[config.mk]
export PLATFORM = sky130hd
export DESIGN_NAME = mem_bus_arbiter_flat
export DESIGN_NICKNAME = d
export VERILOG_FILES = /design/src/rtl/mem_bus_arbiter_pkg.sv /design/src/rtl/mem_bus_arbiter_if.sv /design/src/rtl/mem_bus_arbiter_arb_rr2.sv /design/src/rtl/mem_bus_arbiter.sv /design/src/flat_wrapper.sv
export SDC_FILE = /design/constraint.sdc
export NUM_CORES = 1
export LEC_CHECK = 0
export BUFFER_PORTS_ARGS = -buffer_cell sky130_fd_sc_hd__buf_4
export CAP_MARGIN = 15
export CORE_MARGIN = 2
export CORE_UTILIZATION = 47
export CTS_BUF_LIST = sky130_fd_sc_hd__clkbuf_4 sky130_fd_sc_hd__clkbuf_8
export DETAILED_ROUTE_END_ITERATION = 6
export PLACE_DENSITY_LB_ADDON = 0.25
export SYNTH_ARGS = -nofsm -noshare
export SYNTH_HDL_FRONTEND = slang
export SYNTH_SLANG_ARGS = --single-unit
[constraint.sdc]
create_clock -name clk -period 1.6 [get_ports clk]
set_input_delay 0.32 -clock clk [delete_from_list [all_inputs] [get_ports clk]]
set_output_delay 0.32 -clock clk [all_outputs]
set_load 0.005 [all_outputs]
[src/rtl/mem_bus_arbiter_pkg.sv]
// Shared encodings for the RAM arbiter: command codes,
// arbiter states, port ids and default bus widths.
package mem_bus_arbiter_pkg;
  localparam int DEF_ADDR_W = 9;
  localparam int DEF_DATA_W = 16;

  typedef enum logic [1:0] {
    M_NONE  = 2'b00,
    M_READ  = 2'b01,
    M_WRITE = 2'b10,
    M_ILL   = 2'b11
  } mem_cmd_e;

  typedef enum logic [1:0] {
    IDLE   = 2'b00,
    ACCESS = 2'b01,
    RESP   = 2'b10
  } arb_state_e;

  localparam logic PORT_CPU = 1'b0;
  localparam logic PORT_DMA = 1'b1;

  function automatic logic is_req(logic [1:0] cmd);
    return (cmd == M_READ) || (cmd == M_WRITE);
  endfunction
endpackage

[src/rtl/mem_bus_arbiter_if.sv]
// Requester, RAM and status signals of the arbiter.
// slave = arbiter view, master = environment view.
interface mem_bus_arbiter_if #(
  parameter int ADDR_W = mem_bus_arbiter_pkg::DEF_ADDR_W,
  parameter int DATA_W = mem_bus_arbiter_pkg::DEF_DATA_W
);
  logic [1:0]        cpu_mem_cmd;
  logic [ADDR_W-1:0] cpu_mem_addr;
  logic [DATA_W-1:0] cpu_wdata;
  logic              cpu_gnt;
  logic              cpu_rvalid;
  logic [DATA_W-1:0] cpu_rdata;
  logic [1:0]        dma_mem_cmd;
  logic [ADDR_W-1:0] dma_mem_addr;
  logic [DATA_W-1:0] dma_wdata;
  logic              dma_gnt;
  logic              dma_rvalid;
  logic [DATA_W-1:0] dma_rdata;
  logic              ram_read;
  logic              ram_write;
  logic [ADDR_W-1:0] ram_addr;
  logic [DATA_W-1:0] ram_wdata;
  logic [DATA_W-1:0] ram_rdata;
  logic              busy;

  modport slave (
    input  cpu_mem_cmd, cpu_mem_addr, cpu_wdata,
    input  dma_mem_cmd, dma_mem_addr, dma_wdata,
    input  ram_rdata,
    output cpu_gnt, cpu_rvalid, cpu_rdata,
    output dma_gnt, dma_rvalid, dma_rdata,
    output ram_read, ram_write, ram_addr, ram_wdata,
    output busy
  );

  modport master (
    output cpu_mem_cmd, cpu_mem_addr, cpu_wdata,
    output dma_mem_cmd, dma_mem_addr, dma_wdata,
    output ram_rdata,
    input  cpu_gnt, cpu_rvalid, cpu_rdata,
    input  dma_gnt, dma_rvalid, dma_rdata,
    input  ram_read, ram_write, ram_addr, ram_wdata,
    input  busy
  );
endinterface

[src/rtl/mem_bus_arbiter_arb_rr2.sv]
// Combinational 2-way picker: req[0]=CPU, req[1]=DMA.
// Ties go to CPU in priority mode, else to the port that did not win last.
module mem_bus_arbiter_arb_rr2
  import mem_bus_arbiter_pkg::*;
(
  input  logic [1:0] req,
  input  logic       last_owner,
  input  logic       cpu_priority,
  output logic       valid,
  output logic       winner
);
  always_comb begin
    valid  = |req;
    winner = PORT_CPU;
    unique case (1'b1)
      (req == 2'b11):
        winner = cpu_priority ? PORT_CPU : ~last_owner;
      (req == 2'b10):
        winner = PORT_DMA;
      default:
        winner = PORT_CPU;
    endcase
  end
endmodule

[src/rtl/mem_bus_arbiter.sv]
// Shares one single-port RAM between CPU and DMA requesters,
// one access outstanding, read data returned to the winning port.
module mem_bus_arbiter
  import mem_bus_arbiter_pkg::*;
#(
  parameter int ADDR_W       = DEF_ADDR_W,
  parameter int DATA_W       = DEF_DATA_W,
  parameter bit CPU_PRIORITY = 1'b0
) (
  input logic              clk,
  input logic              reset,
  mem_bus_arbiter_if.slave bus
);
  arb_state_e        state;
  logic              owner;
  logic              last_owner;
  logic              op_wr;
  logic [ADDR_W-1:0] addr_q;
  logic [DATA_W-1:0] wdata_q;
  logic [DATA_W-1:0] cpu_rdata_q;
  logic [DATA_W-1:0] dma_rdata_q;
  logic              cpu_gnt_q;
  logic              dma_gnt_q;
  logic              cpu_rv_q;
  logic              dma_rv_q;
  logic              rd_q;
  logic              wr_q;

  logic [1:0] req;
  logic       pick;
  logic       winner;
  logic [1:0] win_cmd;

  assign req = {is_req(bus.dma_mem_cmd),
                is_req(bus.cpu_mem_cmd)};
  assign win_cmd = winner ? bus.dma_mem_cmd
                          : bus.cpu_mem_cmd;

  mem_bus_arbiter_arb_rr2 u_pick (
    .req          (req),
    .last_owner   (last_owner),
    .cpu_priority (CPU_PRIORITY),
    .valid        (pick),
    .winner       (winner)
  );

  always_ff @(posedge clk) begin
    if (reset) begin
      state       <= IDLE;
      owner       <= PORT_CPU;
      last_owner  <= PORT_DMA;
      op_wr       <= 1'b0;
      addr_q      <= '0;
      wdata_q     <= '0;
      cpu_rdata_q <= '0;
      dma_rdata_q <= '0;
      cpu_gnt_q   <= 1'b0;
      dma_gnt_q   <= 1'b0;
      cpu_rv_q    <= 1'b0;
      dma_rv_q    <= 1'b0;
      rd_q        <= 1'b0;
      wr_q        <= 1'b0;
    end else begin
      cpu_gnt_q <= 1'b0;
      dma_gnt_q <= 1'b0;
      cpu_rv_q  <= 1'b0;
      dma_rv_q  <= 1'b0;
      rd_q      <= 1'b0;
      wr_q      <= 1'b0;
      unique case (state)
        IDLE: begin
          if (pick) begin
            state     <= ACCESS;
            owner     <= winner;
            op_wr     <= (win_cmd == M_WRITE);
            addr_q    <= winner ? bus.dma_mem_addr
                                : bus.cpu_mem_addr;
            wdata_q   <= winner ? bus.dma_wdata
                                : bus.cpu_wdata;
            cpu_gnt_q <= (winner == PORT_CPU);
            dma_gnt_q <= (winner == PORT_DMA);
            rd_q      <= (win_cmd != M_WRITE);
            wr_q      <= (win_cmd == M_WRITE);
          end
        end
        ACCESS: begin
          last_owner <= owner;
          state      <= op_wr ? IDLE : RESP;
        end
        RESP: begin
          state <= IDLE;
          // rvalid pulses in the IDLE cycle that follows
          if (owner == PORT_CPU) begin
            cpu_rdata_q <= bus.ram_rdata;
            cpu_rv_q    <= 1'b1;
          end else begin
            dma_rdata_q <= bus.ram_rdata;
            dma_rv_q    <= 1'b1;
          end
        end
        default: state <= IDLE;
      endcase
    end
  end

  assign bus.cpu_gnt    = cpu_gnt_q;
  assign bus.dma_gnt    = dma_gnt_q;
  assign bus.cpu_rvalid = cpu_rv_q;
  assign bus.dma_rvalid = dma_rv_q;
  assign bus.cpu_rdata  = cpu_rdata_q;
  assign bus.dma_rdata  = dma_rdata_q;
  assign bus.ram_read   = rd_q;
  assign bus.ram_write  = wr_q;
  assign bus.ram_addr   = addr_q;
  assign bus.ram_wdata  = wdata_q;
  assign bus.busy       = (state != IDLE);
endmodule
[src/flat_wrapper.sv]
// flat-port wrapper written by rule: the top's interface ports become plain ports
module mem_bus_arbiter_flat import mem_bus_arbiter_pkg::*;
#(
  parameter int ADDR_W       = DEF_ADDR_W,
  parameter int DATA_W       = DEF_DATA_W,
  parameter bit CPU_PRIORITY = 1'b0
)
  (clk, reset, bus_cpu_mem_cmd, bus_cpu_mem_addr, bus_cpu_wdata, bus_dma_mem_cmd, bus_dma_mem_addr, bus_dma_wdata, bus_ram_rdata, bus_cpu_gnt, bus_cpu_rvalid, bus_cpu_rdata, bus_dma_gnt, bus_dma_rvalid, bus_dma_rdata, bus_ram_read, bus_ram_write, bus_ram_addr, bus_ram_wdata, bus_busy);
  mem_bus_arbiter_if #(.ADDR_W(ADDR_W), .DATA_W(DATA_W)) bus_i ();
  input logic clk;
  input logic reset;
  input wire logic [$bits(bus_i.cpu_mem_cmd)-1:0] bus_cpu_mem_cmd;
  input wire logic [$bits(bus_i.cpu_mem_addr)-1:0] bus_cpu_mem_addr;
  input wire logic [$bits(bus_i.cpu_wdata)-1:0] bus_cpu_wdata;
  input wire logic [$bits(bus_i.dma_mem_cmd)-1:0] bus_dma_mem_cmd;
  input wire logic [$bits(bus_i.dma_mem_addr)-1:0] bus_dma_mem_addr;
  input wire logic [$bits(bus_i.dma_wdata)-1:0] bus_dma_wdata;
  input wire logic [$bits(bus_i.ram_rdata)-1:0] bus_ram_rdata;
  output wire logic [$bits(bus_i.cpu_gnt)-1:0] bus_cpu_gnt;
  output wire logic [$bits(bus_i.cpu_rvalid)-1:0] bus_cpu_rvalid;
  output wire logic [$bits(bus_i.cpu_rdata)-1:0] bus_cpu_rdata;
  output wire logic [$bits(bus_i.dma_gnt)-1:0] bus_dma_gnt;
  output wire logic [$bits(bus_i.dma_rvalid)-1:0] bus_dma_rvalid;
  output wire logic [$bits(bus_i.dma_rdata)-1:0] bus_dma_rdata;
  output wire logic [$bits(bus_i.ram_read)-1:0] bus_ram_read;
  output wire logic [$bits(bus_i.ram_write)-1:0] bus_ram_write;
  output wire logic [$bits(bus_i.ram_addr)-1:0] bus_ram_addr;
  output wire logic [$bits(bus_i.ram_wdata)-1:0] bus_ram_wdata;
  output wire logic [$bits(bus_i.busy)-1:0] bus_busy;
  assign bus_i.cpu_mem_cmd = bus_cpu_mem_cmd;
  assign bus_i.cpu_mem_addr = bus_cpu_mem_addr;
  assign bus_i.cpu_wdata = bus_cpu_wdata;
  assign bus_i.dma_mem_cmd = bus_dma_mem_cmd;
  assign bus_i.dma_mem_addr = bus_dma_mem_addr;
  assign bus_i.dma_wdata = bus_dma_wdata;
  assign bus_i.ram_rdata = bus_ram_rdata;
  assign bus_cpu_gnt = bus_i.cpu_gnt;
  assign bus_cpu_rvalid = bus_i.cpu_rvalid;
  assign bus_cpu_rdata = bus_i.cpu_rdata;
  assign bus_dma_gnt = bus_i.dma_gnt;
  assign bus_dma_rvalid = bus_i.dma_rvalid;
  assign bus_dma_rdata = bus_i.dma_rdata;
  assign bus_ram_read = bus_i.ram_read;
  assign bus_ram_write = bus_i.ram_write;
  assign bus_ram_addr = bus_i.ram_addr;
  assign bus_ram_wdata = bus_i.ram_wdata;
  assign bus_busy = bus_i.busy;
  mem_bus_arbiter #(.ADDR_W(ADDR_W), .DATA_W(DATA_W), .CPU_PRIORITY(CPU_PRIORITY)) u_core (.clk(clk), .reset(reset), .bus(bus_i));
endmodule
==> impl_metrics.yaml, run 1 <==
synthesis:
  post-synth-top-area-cell: "dfxtp_1"
  synthCells: 323
  synth.distinct_cells: 27
  netlist_area_sq_um: 2720
  yosys_warnings: 0
  synthArstFlopShare_pct: 0
  yosysMostFrequentCell: "nand2_1"
  yosysTopAreaCellShare_pct: 50.0
  synth_ff_type: "dfxtp_1"
  syn_area_per_cell_sq_um: 8.43
  synth_edf_count: 0
  synth-seq-cells: 68
  ys_top_cells_by_area: "dfxtp_1 (50%), nand2_1 (13%), a21oi_1 (11%)"
  synth_common_cells: "nand2_1 (93), dfxtp_1 (68), a21oi_1 (60)"
  syn-num-nets: 395
  synth_seq_area_share_pct: 50.0
clock_network:
  clk_pin_slew_ps: 70
  cts.sinks: 68
  clockBufferDepth: 2
  h-tree-depth: 3
  cts_tree: "done"
  ctsResizeCount: 0
  postCtsSetupBuffers: 0
  cts_hold_buf: 0
  cts_made_buffers: 9
  clk_latency_ps: 330
  clock-root-buffer: "clkbuf_8"
die:
  core-area_sq_um: 5540
  start_util_pct: 49.1
  dieArea_sq_um: 6420
  die_h_microns: 80.1
  die_w_microns: 80.1
  rows: 27
  io_pins: 136
worst_setup_path:
  cp-end-kind: "primary output"
  crit_fanout: 6
  required_ps: 1280
  criticalPathCategory: "flop to primary output"
  critPathLaunchType: "flop"
  crit_arrival_ps: 1160
detailed_routing:
  wire_per_inst_microns: 13.6
  first_pass_iters: 4
  vias: 2707
  drt_iter0_drc: 158
  ant_nets: 0
  via_per_inst: 5.02
  drc: 0
  wl_microns: 7340
power_and_ir_drop:
  switchingPower_mw: 1.22
  cellPowerDensity_nw_per_um2: 1140
  switching_share_pct: 26.1
  combPwrFrac_pct: 22.4
  ir_worst_vdd_mv: 0.808
  total_power_mw: 4.67
  p_leak_nw: 1.82
  seq_power_share_pct: 41.5
  clkPwrFrac_pct: 36.1
  p_int_mw: 3.45
sta:
  max_slew_margin_pct: 67.6
  tightest_slew_ps: 487
  fin_ws_ps: 119
  finalCritPeriodShare_pct: 92.6
  hold_viol_final: 0
  skew_ps: 7.84
  slew_viol_final: 0
  setup_viol: 0
  hold_slack_ps: 235
  setup-tns-final_ps: 0
  rsz0062_at_grt: "false"
  max_freq_mhz: 675
  period_minus_slack_ps: 1480
flow_run:
  cap_violations: 0
global_routing:
  grt_pass1_wl_microns: 11500
  grt_overflow: 0
  grt_max_degree: 37
  first_global_vias: 2596
  grt_usage_pct: 22.9
  antenna_found_initial: 0
hold_path:
  hp-class: "input port to flop"
layout:
  final_area_sq_um: 4090
  n_fill_cell: 436
  area_delta_synth_final_pct: 50.3
  final_nets: 534
  num_antenna_cells: 0
  post-route-util_pct: 73.8
  final_layout_size_suffix_gt1_share_pct: 40.9
  instances_no_fill: 539
place:
  dp_cells: 523
  place_area_sq_um: 3850
  gp_congestion: 0.760
  hpwl_microns: 5290
  io_buffers: 135
  dp_worst_setup_slack_ps: 48.0
status:
  outcome: "finished clean"
-- power groups by stage --
| stage | Clock (mW) | Sequential [mW] | Combinational, mW |
|---|---|---|---|
| 6_report | 1.69 | 1.93 | 1.05 |
| 5_1_grt | 1.79 | 1.95 | 1.14 |
| 4_1_cts | 1.71 | 1.93 | 1.05 |
| 3_5_place_dp | 0 | 1.97 | 1.04 |
| 3_3_place_gp | 0 | 1.96 | 1.02 |
| 2_1_floorplan | 0 | 1.97 | 0.545 |
-- per-layer routing --
| metal | GRT usage, % | wire [microns] | vias to the layer above |
|---|---|---|---|
| met5 | 0 | 0 | - |
| met3 | 7.19 | 471 | 5 |
| met4 | 6.10 | 39 | 0 |
| li1 | - | - | 1359 |
| met1 | 26.9 | 3020 | 1259 |
| met2 | 40.3 | 3800 | 84 |
-- registers in the layout, indices dropped and copies added (netlist names), 2 cells and up --
register              count
u_core.bus.dma_rdata     16
u_core.bus.cpu_rdata     16
u_core.bus.ram_addr       9
u_core.state              2
u_core.bus.ram_wdata     16
-- layout make-up --
cell class                      instances  area [sq um]  area share, %
Clock buffer                           11           139           3.39
Clock inverter                          5           100           2.45
Inverter                                2          7.51          0.183
Multi-Input combinational cell        231          1230           30.1
Sequential cell                        68          1360           33.3
Tap cell                               72          90.1           2.20
Timing Repair Buffer                  150          1160           28.4
-- cells by family after synthesis --
| logic type | after synthesis | synth area share [%] |
|---|---|---|
| compound gates | 92 | 23.4 |
| xor+xnor | 2 | 1.19 |
| flops | 68 | 50.0 |
| buf+inv | 24 | 4.96 |
| simple gates | 137 | 20.4 |
-- cell usage in the layout, fill, tap and decap left out, types with 3 or more instances in the layout --
master       n
buf_4      147
nand2_1     93
dfxtp_1     68
a21oi_1     60
nor2_1      31
a211oi_2    18
clkbuf_8     9
a211oi_1     7
nor3_1       4
bufinv_16    3
buf_12       3
-- path summary, 6_finish.rpt --
check	slack, ps	startpoint	cells past startpoint	endpoint
min	240	bus_ram_rdata[4]	3	u_core.bus.dma_rdata[4]
max	120	u_core.state[0]	3	bus_busy
min reg2reg	410	u_core.op_wr	1	u_core.state[1]
max reg2reg	230	u_core.state[0]	5	u_core.bus.ram_wdata[10]
-- worst max-delay path: stages (launching register included) --
cell,delay (ps)
dfxtp_1,360
nor2_1,230
inv_1,90
buf_4,140
(Power assumes the default switching activity.)
==> run 2: changes to the inputs <==
--- a/config.mk
+++ b/config.mk
@@ -14,4 +14,5 @@
 export PLACE_DENSITY_LB_ADDON = 0.25
 export SYNTH_ARGS = -nofsm -noshare
 export SYNTH_HDL_FRONTEND = slang
+export SYNTH_HIERARCHICAL = 1
 export SYNTH_SLANG_ARGS = --single-unit
==> impl_metrics.yaml, run 2 <==
status:
  outcome: "finished clean"
die:
  dieArea_sq_um: 6530
  die_w_microns: 80.8
  core-area_sq_um: 5610
  die_h_microns: 80.8
  io_pins: 136
  rows: 27
  start_util_pct: 49.5
clock_network:
  cts.sinks: 68
  clk_latency_ps: 340
  ctsResizeCount: 0
  h-tree-depth: 3
  cts_made_buffers: 9
  postCtsSetupBuffers: 0
  cts_tree: "done"
  clock-root-buffer: "clkbuf_8"
  clk_pin_slew_ps: 90
  clockBufferDepth: 2
  cts_hold_buf: 0
worst_setup_path:
  criticalPathCategory: "flop to flop"
  crit_arrival_ps: 1630
  crit_fanout: 25
  critPathLaunchType: "flop"
  cp-end-kind: "flop"
  reg2reg_from: "u_core/last_owner"
  r2r-end: "u_core/bus.ram_wdata[5]"
  reg2regPathDepth: 5
  reg2reg_setup_slack_ps: 180
  startpoint: "u_core/last_owner"
  required_ps: 1810
  worstSetupEndpoint: "u_core/bus.ram_wdata[5]"
power_and_ir_drop:
  clkPwrFrac_pct: 29.7
  seq_power_share_pct: 46.5
  p_leak_nw: 1.75
  combPwrFrac_pct: 23.7
  ir_worst_vdd_mv: 0.531
  switchingPower_mw: 1.21
  cellPowerDensity_nw_per_um2: 1030
  switching_share_pct: 29.2
  p_int_mw: 2.94
layout:
  num_antenna_cells: 0
  n_fill_cell: 442
  final_nets: 499
  final_layout_size_suffix_gt1_share_pct: 43.5
  final_cell_mix: "buf_4 (142), dfxtp_1 (68), nand2_1 (65)"
  area_delta_synth_final_pct: 45.1
  instances_no_fill: 504
  mostFrequentLayoutCell: "buf_4"
sta:
  finalCritPeriodShare_pct: 89.0
  setup_viol: 0
  skew_ps: 17.0
  max_freq_mhz: 702
  fin_ws_ps: 175
  period_minus_slack_ps: 1420
  slew_viol_final: 0
  rsz0062_at_grt: "false"
  setup-tns-final_ps: 0
  hold_viol_final: 0
global_routing:
  antenna_found_initial: 0
  grt_max_degree: 40
  grt_usage_pct: 21.6
  grt_pass1_wl_microns: 10800
  grt_overflow: 0
  first_global_vias: 2409
flow_run:
  cap_violations: 0
detailed_routing:
  ant_nets: 0
  vias: 2477
  via_per_inst: 4.91
  wl_microns: 6780
  wire_per_inst_microns: 13.5
  drt_iter0_drc: 101
  drc: 0
  first_pass_iters: 4
synthesis:
  syn_area_per_cell_sq_um: 9.44
  syn-num-nets: 366
  yosys_warnings: 6
  synth.distinct_cells: 26
  ys_top_cells_by_area: "dfxtp_1 (49%), a211oi_2 (11%), mux2i_1 (9.7%)"
  synth_ff_type: "dfxtp_1"
  yosysMostFrequentCell: "dfxtp_1"
  synthCells: 294
  synth-seq-cells: 68
  yosysTopAreaCellShare_pct: 49.1
  synth_common_cells: "dfxtp_1 (68), nand2_1 (65), a21oi_1 (32)"
  synth_edf_count: 0
  synthArstFlopShare_pct: 0
  synth_seq_area_share_pct: 49.1
  netlist_area_sq_um: 2770
  post-synth-top-area-cell: "dfxtp_1"
place:
  dp_worst_setup_slack_ps: -40.5
  dp_cells: 488
  hpwl_microns: 4930
  gp_congestion: 0.742
  io_buffers: 135
hold_path:
  hp-class: "input port to flop"
-- run 2: cell types whose count changed after synthesis, moves of 3 or more --
cell / before / now
a211oi_1: 7 / 2
a211oi_2: 18 / 24
a21oi_1: 60 / 32
mux2i_1: 0 / 27
nand2_1: 93 / 65
nor3b_1: 0 / 3
-- run 2: power groups by stage --
stage	combinational (mW)	clock [mW]	sequential, mW
finish	0.986	1.23	1.93
CTS	0.996	1.26	1.93
floorplan	0.548	0	1.97
detailed placement	0.992	0	1.97
global placement	0.968	0	1.97
global route	1.08	1.33	1.95
-- run 2: layout make-up --
| class | instances | area, sq um | share of cell area (%) |
|---|---|---|---|
| clock inverters | 7 | 51.3 | 1.27 |
| well taps | 72 | 90.1 | 2.24 |
| multi-input cells | 201 | 1260 | 31.4 |
| clock buffers | 9 | 124 | 3.08 |
| repair buffers | 145 | 1130 | 28.0 |
| inverters | 2 | 7.51 | 0.187 |
| flip-flops and latches | 68 | 1360 | 33.8 |
-- run 2: critical path, stage by stage, from the launching register on --
cell and delay, ps:
dfxtp_1 330, o21ai_1 120, and2_1 230, buf_12 230
mux2i_1 280, a211oi_2 100
-- run 2: cell families after synthesis --
logic type	Yosys count	share of synthesized area [%]
buf+inv	25	5.37
flops	68	49.1
xor+xnor	2	0.632
other cells	1	0.135
mux	27	9.74
simple gates	111	17.5
compound gates	60	17.5
-- run 2: worst min path at each step --
stage	startpoint	to	slack, ps	cells after the start
after floorplan	u_core/op_wr	u_core/state[1]	400	1
after global placement	u_core/op_wr	u_core/state[1]	420	1
after detailed placement	u_core/op_wr	u_core/state[1]	430	1
after CTS	bus_ram_rdata[6]	u_core/bus.cpu_rdata[6]	220	3
after global routing	bus_ram_rdata[3]	u_core/bus.cpu_rdata[3]	230	3
final	bus_ram_rdata[6]	u_core/bus.cpu_rdata[6]	230	3
-- run 2: through the flow --
step	area [sq um]	power [mW]	hold slack (ps)	utilization (%)
floorplan	2770	2.52	402	-
global route	4030	4.36	234	71.8
global placement	3850	2.93	416	68.6
detailed placement	3850	2.96	433	68.6
finish	4030	4.15	226	71.8
CTS	4020	4.19	216	71.8
-- run 2: layer usage --
metal / part of all wire [%] / global-route usage, % / vias up / wire (microns)
met5: 0 / 0 / - / 0
met4: 2.1 / 10.0 / 0 / 144
met3: 6.8 / 5.22 / 12 / 462
met2: 51 / 37.9 / 89 / 3450
met1: 40 / 24.7 / 1117 / 2730
li1: - / - / 1259 / -
